==> config.mk <==
export PLATFORM = sky130hd
export DESIGN_NAME = mem_arbiter
export DESIGN_NICKNAME = d
export VERILOG_FILES = /design/src/rtl/mem_arbiter.sv
export SDC_FILE = /design/constraint.sdc
export NUM_CORES = 1
export LEC_CHECK = 0
export ABC_AREA = 0
export ABC_CLOCK_PERIOD_IN_PS = 4570
export BUFFER_PORTS_ARGS = -buffer_cell sky130_fd_sc_hd__buf_2
export CAP_MARGIN = 10
export CORE_AREA = 2 2 103 105
export CTS_CLUSTER_SIZE = 25
export DETAILED_ROUTE_END_ITERATION = 8
export DIE_AREA = 0 0 105 107
export PLACE_DENSITY = 0.55
export SYNTH_ARGS = -nofsm -noshare
export SYNTH_HDL_FRONTEND = slang
export SYNTH_SLANG_ARGS = --single-unit
==> constraint.sdc <==
create_clock -name CLK -period 4.57 [get_ports CLK]
set_input_delay 0.457 -clock CLK [delete_from_list [all_inputs] [get_ports CLK]]
set_output_delay 0.457 -clock CLK [all_outputs]
set_load 0.005 [all_outputs]
==> src/rtl/mem_arbiter.sv <==
// Memory arbiter: the data and instruction cache ports share one RAM command port.
// Data requests win, except that an instruction request passed over once is served next. Every grant is bounded by a timeout.
module mem_arbiter #(
  parameter int TIMEOUT_CYCLES = 64,
  parameter int CNT_W          = 7
) (
  input  logic        CLK,
  input  logic        nRST,
  input  logic        iREN,
  input  logic [31:0] iaddr,
  output logic [31:0] iload,
  output logic        iwait,
  input  logic        dREN,
  input  logic        dWEN,
  input  logic [31:0] daddr,
  input  logic [31:0] dstore,
  output logic [31:0] dload,
  output logic        dwait,
  output logic        ramREN,
  output logic        ramWEN,
  output logic [31:0] ramaddr,
  output logic [31:0] ramstore,
  input  logic [31:0] ramload,
  input  logic [1:0]  ramstate,
  output logic        memerr
);

  typedef enum logic [1:0] {IDLE, DGRANT, IGRANT} state_t;

  localparam logic [1:0]       RS_ACCESS = 2'd2;
  localparam logic [1:0]       RS_ERROR  = 2'd3;
  localparam logic [CNT_W-1:0] CNT_LAST  = CNT_W'(TIMEOUT_CYCLES - 1);

  state_t           r_state;
  logic             r_ifavor;
  logic [CNT_W-1:0] r_cnt;
  logic             r_memerr;

  logic w_dreq;
  logic w_greq;
  logic w_access;
  logic w_done;
  logic w_abort;

  assign w_dreq   = dREN | dWEN;
  assign w_access = (ramstate == RS_ACCESS);
  assign w_greq   = (r_state == DGRANT) ? w_dreq :
                    (r_state == IGRANT) ? iREN   : 1'b0;
  assign w_done   = w_greq & w_access;
  // ACCESS on the expiry cycle is a normal completion, never an abort
  assign w_abort  = w_greq & ~w_access & ((ramstate == RS_ERROR) | (r_cnt == CNT_LAST));
  assign memerr   = r_memerr;

  always_comb begin
    iwait    = 1'b1;
    dwait    = 1'b1;
    ramREN   = 1'b0;
    ramWEN   = 1'b0;
    ramaddr  = 32'h0;
    ramstore = 32'h0;
    iload    = 32'h0;
    dload    = 32'h0;
    case (r_state)
      DGRANT: begin
        ramaddr  = daddr;
        ramstore = dstore;
        ramWEN   = dWEN;
        ramREN   = dREN & ~dWEN;
        dload    = w_abort ? 32'h0 : ramload;
        dwait    = ~(w_done | w_abort);
      end
      IGRANT: begin
        ramaddr = iaddr;
        ramREN  = iREN;
        iload   = w_abort ? 32'h0 : ramload;
        iwait   = ~(w_done | w_abort);
      end
      default: ;
    endcase
  end

  always_ff @(posedge CLK or negedge nRST) begin
    if (!nRST) begin
      r_state  <= IDLE;
      r_ifavor <= 1'b0;
      r_cnt    <= '0;
      r_memerr <= 1'b0;
    end else begin
      case (r_state)
        IDLE: begin
          r_cnt <= '0;
          if (w_dreq && iREN && r_ifavor) begin
            r_state  <= IGRANT;
            r_ifavor <= 1'b0;
          end else if (w_dreq) begin
            r_state <= DGRANT;
          end else if (iREN) begin
            r_state <= IGRANT;
          end
        end
        DGRANT, IGRANT: begin
          // An instruction request seen while data holds the port earns the next grant
          if (r_state == DGRANT && iREN)
            r_ifavor <= 1'b1;
          if (!w_greq || w_done || w_abort)
            r_state <= IDLE;
          else
            r_cnt <= r_cnt + CNT_W'(1);
          if (w_abort)
            r_memerr <= 1'b1;
        end
        default: r_state <= IDLE;
      endcase
    end
  end

endmodule

==> results of run 1 <==
-- Yosys cell counts (2+ instances only) --
master	count
dfrtp_1	11
and3_1	2
and2_2	41
nand2b_1	2
clkbuf_1	11
a21oi_1	3
clkbuf_2	6
and2_1	59
nor2_1	3
inv_1	7
o21ai_0	5
ha_1	4
o211ai_1	3
nand3_1	5
or2_2	2
nand2_1	5
o21a_1	2
a21boi_2	2
a22o_1	32
-- cells in the final DEF (no fill, tap or decap), types with 2 or more instances in the layout --
| cell | instances |
|---|---|
| nand2_1 | 5 |
| inv_1 | 7 |
| nand3_1 | 5 |
| and2_2 | 41 |
| and3_1 | 2 |
| o21a_1 | 2 |
| a21boi_2 | 2 |
| and2_1 | 59 |
| o211ai_1 | 3 |
| ha_1 | 4 |
| buf_2 | 267 |
| or2_2 | 2 |
| a21oi_1 | 3 |
| dfrtp_1 | 11 |
| o21ai_0 | 5 |
| nand2b_1 | 2 |
| clkbuf_8 | 3 |
| a22o_1 | 32 |
| nor2_1 | 3 |
-- metal layers --
metal  GRT usage, %  wire (um)  share of wire [%]
met5              0          0                  0
met2           25.9       4360                 51
met1           15.8       3360                 39
met3           2.13        760                8.9
met4           2.29         49               0.57
-- power by group --
group | leakage (nW) | internal [W] | total [W] | switching [W]
Clock | 0.0255 | 0.0000603 | 0.000104 | 0.0000433
Combinational | 1.84 | 0.000467 | 0.000934 | 0.000468
Sequential | 0.147 | 0.000117 | 0.000130 | 0.0000127
-- stage by stage --
step,area (um2),setup slack [ns]
floorplan,1800,2.47
global route,3290,0.493
finish,3290,0.807
detailed placement,3230,1.02
CTS,3280,0.765
global placement,3230,1.23
-- worst paths after layout --
path,startpoint,endpoint,cells after the start
worst max-delay path,r_state[1]$_DFFE_PN0P_,iload[2],7
worst min-delay path,nRST,r_cnt[2]$_DFFE_PN0P_,1
worst max register to register,r_state[1]$_DFFE_PN0P_,r_cnt[4]$_DFFE_PN0P_,6
worst min register to register,memerr$_DFFE_PN0P_,memerr$_DFFE_PN0P_,1
max in group asynchronous,nRST,r_state[1]$_DFFE_PN0P_,1
min in group CLK,memerr$_DFFE_PN0P_,memerr$_DFFE_PN0P_,1
-- flip-flops by register name (all words and copies together), names as in the netlist --
signal,cells
r_ifavor,1
memerr,1
r_cnt,7
r_state,2
-- cell families (layout without fill, tap and decap cells) --
kind of cell / after synthesis / after routing / synth area share [%]
simple gates: 126 / 126 / 46.1
compound gates: 58 / 58 / 28.1
buf+inv: 25 / 280 / 6.05
flops: 11 / 11 / 15.3
fa+ha+maj: 4 / 4 / 2.78
mux: 2 / 2 / 1.18
xor+xnor: 1 / 1 / 0.487
-- layout make-up --
cell class	instances	share of cell area [%]
Clock buffer	3	1.25
Clock inverter	1	0.152
Inverter	7	0.798
Multi-Input combinational cell	191	43.0
Sequential cell	11	8.36
Tap cell	136	5.17
Timing Repair Buffer	269	41.3
==> metrics.csv, run 1 <==
metric;value;unit
number of synthesized flops with an enable pin;0;
Congestion Overflow GR;0;
die area;11200;um2
Setup crit end kind;output pin;
All-Layer GR Usage;13.5;%
Core Util, Final;32.6;%
Post-synth ARST share;100;%
Hold Slack;0.0780;ns
Worst Path Arrival;3.31;ns
number of synthesis warnings;0;
setup TNS;0;ns
Distinct cells, synth;41;
period utilization;82.3;%
Final HPWL DP;7200;um
net count after synthesis;366;
initial drt markers;156;
Hold WC Path Type;input port to async pin;
Slew Limit Fails;0;
port bufs;267;
Multi-input gate area;1420;um2
Core ar.;10100;um2
endpoints failing hold;0;
ANT nets after route;0;
ANT cells;0;
clock slew at reported path FFs;0.06;ns
Crit Path Category;flip-flop to output pin;
CTS tree;done;
Crit path max-delay family;simple AND/OR/NAND/NOR gates;
CTS H-Tree Depth;1;
clk sinks;11;
highest-delay cell along the critical path;a21boi_2;
Avg Cell Area, Syn;7.93;um2
post-synth top area cell;and2_1;
share of layout cells above drive strength 1;67.4;%
vias in the first global route;2442;
row count;37;
count of final setup violators;0;
flip-flop and latch area;275;um2
Root Buffer;clkbuf_8;
Req. time, crit path;4.11;ns
global-route wire length before repair;12300;um
LEAKAGE;2.02;nW
Top FF cell, synth;dfrtp_1;
Tmin final;3.76;ns
clk_skew;0.000550;ns
Synth top area share;20.5;%
pwr dens;355;nW/um2
DP Cell Count;613;
Synth Instances;227;
Bufs and invs on worst path;2;
unrepaired setup endpoints after global routing;false;
drt pass-1 iters;4;
via count;2678;
Reg2Reg Setup Slack;2.00;ns
die extent in y;107;um
CP Cell Sequence;inv_1 > ha_1 > and3b_1 > or2_2 > a21boi_2 > and2_2 > buf_2;
Num CTS Buffers;3;
Post-Layout Cell Count;618;
max_cap viols;0;
CTS resizes;0;
RD Place Congestion;0.789;
VDD IR max;0.000113;V
Top-Level Pins;268;
Max Clk Rate;266;MHz
run status;finished, final reports clean;
Slew headroom;33.2;%
Max FO, Critical Path;38;
Clk Latency, worst-skew pair;0.25;ns
synth top area cells;and2_1 21%, and2_2 17%, a22o_1 16%;
Pwr Total;0.00117;W
die width;105;um
pin count of the biggest net entering global routing;39;
initial antenna violation count;0;
Routed WL;8530;um
fillcell total;1116;
startpoint types;flip-flop;
Initial Utilization;17.8;%
Post-CTS Setup Bufs;0;
hold_buf cts;0;
vias per cell;4.33;
Tightest Pin Transition;0.996;ns
Nets;622;
number of synthesized register bits;11;
max incr delay on CP;0.79;ns
DR DRC count;0;
Syn Std Cell Area;1800;um2
Longest Clk Path Bufs;2;
Seq/Total Area, Yosys;15.3;%
routed len/inst;13.8;um
Area growth syn-to-layout;82.9;%
No activity file was read; power rests on OpenSTA's default activity.
==> inputs of run 2 (changes only) <==
- ABC_AREA: 0 -> 1
- ABC_CLOCK_PERIOD_IN_PS: 4570 -> 3110
- CORE_AREA: 2 2 103 105 -> 2 2 105 107
- DIE_AREA: 0 0 105 107 -> 0 0 107 109
- PLACE_DENSITY: 0.55 -> 0.6
- clock period: 4.57 -> 3.11 ns (I/O delays scaled with it)
==> run 2 against run 1 <==
Net effect: cell count rose by 26%; combinational power grew 110%; cell area grew 12%; register-to-register slack lost 0.87 ns; sequential power is 48% higher; critical endpoint is now ramREN.
==> metrics.csv, run 2 <==
metric;value;unit
Synth top area share;22.6;%
initial antenna violation count;0;
ANT nets after route;0;
Tmin final;2.46;ns
Setup crit end kind;output pin;
max reg flops;7;
Max FO, Critical Path;58;
Top-Level Pins;268;
Seq/Total Area, Yosys;12.4;%
HP Start;ramstate[1];
die area;11700;um2
commonest non-fill, non-tap cell in the layout;buf_2;
die extent in y;109;um
Reg2Reg Depth;9;
Synth Instances;387;
Congestion Overflow GR;0;
count of final setup violators;0;
Crit Reg-Reg Startpoint;r_state[0]$_DFFE_PN0P_;
Crit Path Category;flip-flop to output pin;
CTS H-Tree Depth;1;
vias per cell;4.03;
Post-synth top cells;134 x nand2_1, 48 x nor2_1, 46 x inv_1;
unrepaired setup endpoints after global routing;false;
startpoint types;flip-flop;
Syn Std Cell Area;2230;um2
Cell Area, Placed;3630;um2
post-synth top area cell;nand2_1;
initial drt markers;165;
row count;38;
DR DRC count;0;
Num CTS Buffers;3;
Post-CTS Setup Bufs;0;
endpoints failing hold;0;
RD Place Congestion;0.826;
VDD IR max;0.000373;V
Nets;780;
net count after synthesis;526;
max_cap viols;0;
ANT cells;0;
Final HPWL DP;7410;um
period utilization;79.1;%
Biggest register;r_cnt;
Distinct cells, synth;28;
DP Cell Count;775;
routed len/inst;11.6;um
share of layout cells above drive strength 1;53.0;%
hold path endpoint;memerr$_DFFE_PN0P_;
drt pass-1 iters;5;
setup TNS;0;ns
Post-synth ARST share;100;%
port bufs;267;
Area growth syn-to-layout;65.5;%
Initial Utilization;21.0;%
Routed WL;9050;um
run status;finished, final reports clean;
CTS tree;done;
Hold WC Path Type;input port to flip-flop;
Reg2Reg Capture Point;r_ifavor$_DFFE_PN0P_;
Reg2Reg Setup Slack;1.13;ns
number of synthesized register bits;11;
most frequent cell after synthesis;nand2_1;
Slew Limit Fails;0;
Longest Clk Path Bufs;2;
number of synthesized flops with an enable pin;0;
synth top area cells;nand2_1 23%, nand2_4 15%, dfrtp_1 12%;
via count;3142;
clock slew at reported path FFs;0.05;ns
die width;107;um
Slew headroom;63.2;%
Tightest Pin Transition;0.552;ns
pwr dens;629;nW/um2
Top FF cell, synth;dfrtp_1;
Max Clk Rate;407;MHz
LEAKAGE;2.40;nW
All-Layer GR Usage;14.0;%
clk_skew;0.00267;ns
Core ar.;10600;um2
Clk Latency, worst-skew pair;0.24;ns
vias in the first global route;2700;
post-route cell area;3690;um2
Worst Hold Depth;3;
leading registers by flop count;r_cnt: 7 flops, r_state: 2 flops;
Post-Layout Cell Count;780;
global-route wire length before repair;13400;um
Avg Cell Area, Syn;5.76;um2
pin count of the biggest net entering global routing;59;
Worst Path Arrival;2.15;ns
clk sinks;11;
number of synthesis warnings;0;
most frequent cells in the layout;267 x buf_2, 134 x nand2_1, 48 x nor2_1, 46 x inv_1, 33 x a21oi_1;
Req. time, crit path;2.80;ns
Root Buffer;clkbuf_8;
## run 2: how the worst max path moves through the flow
| stage | start | endpoint | slack [ns] | depth (start not counted) |
|---|---|---|---|---|
| floorplan | r_state[0]$_DFFE_PN0P_ | dload[10] | 1.37 | 11 |
| global placement | r_state[1]$_DFFE_PN0P_ | ramREN | 0.87 | 6 |
| detailed placement | r_state[1]$_DFFE_PN0P_ | ramREN | 0.88 | 6 |
| CTS | r_state[1]$_DFFE_PN0P_ | ramREN | 0.61 | 6 |
| global route | r_state[1]$_DFFE_PN0P_ | ramREN | 0.48 | 6 |
| finish | r_state[1]$_DFFE_PN0P_ | ramREN | 0.65 | 6 |
## run 2: what timing repair did
action                    4_1_cts  5_1_grt
hold buffers                    1        0
gates resized for setup         0        0
hold endpoints to repair       11        0
## run 2: worst max-delay path, cell delays in order, from the launching register on
cell and delay, ns:
dfrtp_1 0.39, inv_1 0.09, ha_2 0.34, buf_4 0.51, nand2_1 0.13, o32ai_1 0.28, buf_2 0.17
## run 2: area by class of cell
type | count | area, um2
fill | 1221 | 6920
multi-input combinational | 302 | 1600
timing repair buffer | 274 | 1400
sequential | 11 | 275
inverter | 49 | 186
tap | 140 | 175
clock buffer | 4 | 45.0
## run 2: through the flow
step / total power, W / worst slack [ns] / util [%] / hold slack, ns
floorplan: 0.00145 / 1.37 / - / 0.0154
global placement: 0.00220 / 0.865 / 34.3 / 0.198
detailed placement: 0.00220 / 0.880 / 34.3 / 0.198
CTS: 0.00235 / 0.612 / 34.8 / 0.427
global route: 0.00256 / 0.481 / 34.8 / 0.482
finish: 0.00232 / 0.651 / 34.8 / 0.432
## run 2: where the power goes
group          internal, W  switching, W  total, W
combinational     0.000755       0.00123   0.00198
sequential        0.000174     0.0000196  0.000193
clock            0.0000901     0.0000541  0.000144
total              0.00102       0.00130   0.00232
## run 2: logic make-up after synthesis
logic type	synth area share [%]
flip-flops	12.4
buffers and inverters	15.9
AO/OA/AOI/OAI	10.1
AND/OR/NAND/NOR	58.2
XOR/XNOR	1.18
adder cells (fa/ha/maj)	2.25
## run 2: layer usage
layer | GRT usage (%) | vias to the layer above | wire, um
met2 | 25.7 | 125 | 4660
met1 | 17.1 | 1342 | 3610
met3 | 1.85 | 16 | 612
met5 | 0 | - | 0
li1 | - | 1659 | -
met4 | 3.80 | 0 | 171
==> inputs of run 3 (changes only) <==
- ABC_CLOCK_PERIOD_IN_PS: 3110 -> 2450
- CORE_AREA: 2 2 105 107 -> 2 2 103 105
- DIE_AREA: 0 0 107 109 -> 0 0 105 107
- clock period: 3.11 -> 2.45 ns (I/O delays scaled with it)
==> run 3 against run 2 <==
Net effect: critical path depth unchanged; via count increased by 4.6%; routed wire length grew 8.2%; first-iteration DRC count grew 22%; non-clock buffer count rose by 8; cell area grew 2.1%; clock power is 28% higher; total power grew 31%; hold slack lost 0.084 ns; clock skew about the same; setup slack lost 0.47 ns; critical path type unchanged; largest cell class unchanged; largest power group unchanged.
==> metrics.csv, run 3 (same netlist as run 2, synthesis figures left out) <==
metric;value;unit
most frequent cells in the layout;267 x buf_2, 134 x nand2_1, 48 x nor2_1, 46 x inv_1, 33 x a21oi_1;
global-route wire length before repair;14400;um
Root Buffer;clkbuf_8;
Crit Path Category;flip-flop to output pin;
Longest Clk Path Bufs;2;
highest-delay cell along the critical path;buf_4;
Crit path max-delay family;buffers and inverters;
Req. time, crit path;2.20;ns
CTS H-Tree Depth;1;
Slew headroom;64.2;%
leading registers by flop count;r_cnt: 7 flops, r_state: 2 flops;
Nets;788;
clk sinks;11;
max reg flops;7;
RD Place Congestion;0.799;
period utilization;92.7;%
Worst Path Arrival;2.03;ns
die width;105;um
setup TNS;0;ns
drt pass-1 iters;4;
die area;11200;um2
Congestion Overflow GR;0;
initial drt markers;201;
Initial Utilization;22.1;%
All-Layer GR Usage;15.3;%
pwr dens;806;nW/um2
Biggest register;r_cnt;
Core Util, Final;37.3;%
pin count of the biggest net entering global routing;59;
clk_skew;0.00306;ns
Hold WC Path Type;input port to flip-flop;
Tmin final;2.27;ns
commonest non-fill, non-tap cell in the layout;buf_2;
Top-Level Pins;268;
unrepaired setup endpoints after global routing;false;
endpoints failing hold;0;
clock slew at reported path FFs;0.05;ns
max incr delay on CP;0.48;ns
routed len/inst;12.5;um
Max FO, Critical Path;58;
Max Clk Rate;440;MHz
Area growth syn-to-layout;69.0;%
Setup crit end kind;output pin;
DR DRC count;0;
startpoint types;flip-flop;
Routed WL;9790;um
vias in the first global route;2859;
row count;37;
via count;3287;
Bufs and invs on worst path;3;
ANT nets after route;0;
Tightest Pin Transition;0.538;ns
die extent in y;107;um
Core ar.;10100;um2
CTS tree;done;
LEAKAGE;2.44;nW
port bufs;267;
max_cap viols;0;
initial antenna violation count;0;
vias per cell;4.19;
Slew Limit Fails;0;
VDD IR max;0.000491;V
run status;finished, final reports clean;
count of final setup violators;0;
Final HPWL DP;8220;um
share of layout cells above drive strength 1;53.5;%
Num CTS Buffers;3;
Clk Latency, worst-skew pair;0.24;ns
ANT cells;0;
CP Cell Sequence;inv_1 > ha_4 > buf_4 > nand2_1 > o32ai_1 > buf_2;
[run 3: cell type report]
cell class	instances	area (um2)
clock buffer	4	45.0
sequential	11	275
timing repair buffer	282	1480
inverter	49	186
tap	136	170
fill	1134	6330
multi-input combinational	302	1610
[run 3: final timing paths]
check	start	endpoint	slack, ns	cells past startpoint
min in group asynchronous	nRST	r_cnt[4]$_DFFE_PN0P_	0.40	2
worst min-delay path	ramstate[1]	memerr$_DFFE_PN0P_	0.35	3
worst min register to register	r_ifavor$_DFFE_PN0P_	r_ifavor$_DFFE_PN0P_	0.49	2
max in group asynchronous	nRST	r_state[1]$_DFFE_PN0P_	1.84	2
worst max register to register	r_state[0]$_DFFE_PN0P_	r_ifavor$_DFFE_PN0P_	0.46	9
worst max-delay path	r_state[1]$_DFFE_PN0P_	ramREN	0.18	6
[run 3: metrics by stage]
| step | hold slack (ns) | worst slack [ns] | power, W | instance area, um2 | cells |
|---|---|---|---|---|---|
| 3_5_place_dp | 0.133 | 0.331 | 0.00282 | 3660 | 774 |
| 5_1_grt | 0.373 | 0.00936 | 0.00334 | 3760 | 784 |
| 4_1_cts | 0.349 | 0.0655 | 0.00302 | 3720 | 779 |
| 2_1_floorplan | -0.0506 | 0.777 | 0.00184 | 2230 | 387 |
| 6_report | 0.348 | 0.178 | 0.00304 | 3760 | 784 |
| 3_3_place_gp | 0.128 | 0.332 | 0.00279 | 3660 | 774 |
[run 3: metal layers]
| metal | global-route usage (%) | up-vias | part of all wire [%] |
|---|---|---|---|
| met4 | 2.29 | 0 | 0.88 |
| met2 | 29.8 | 105 | 54 |
| li1 | - | 1677 | - |
| met1 | 18.2 | 1497 | 39 |
| met3 | 2.01 | 8 | 5.4 |
| met5 | 0 | - | 0 |
[run 3: repair_timing]
| item | CTS | global route |
|---|---|---|
| buffers inserted | 0 | 5 |
| gates resized for setup | 0 | 1 |
| endpoints found under the setup margin | 0 | 52 |
| hold endpoints to repair | 11 | 0 |
| hold buffers | 1 | 0 |
[run 3: power by group]
group / switching [W] / internal [W]
combinational: 0.00158 / 0.00102
sequential: 0.0000305 / 0.000221
clock: 0.0000702 / 0.000114
total: 0.00168 / 0.00136
[run 3: tightest hold or removal path, stage by stage]
cell      delay, ns
buf_2          0.10
nor2_1         0.06
o21bai_1       0.14
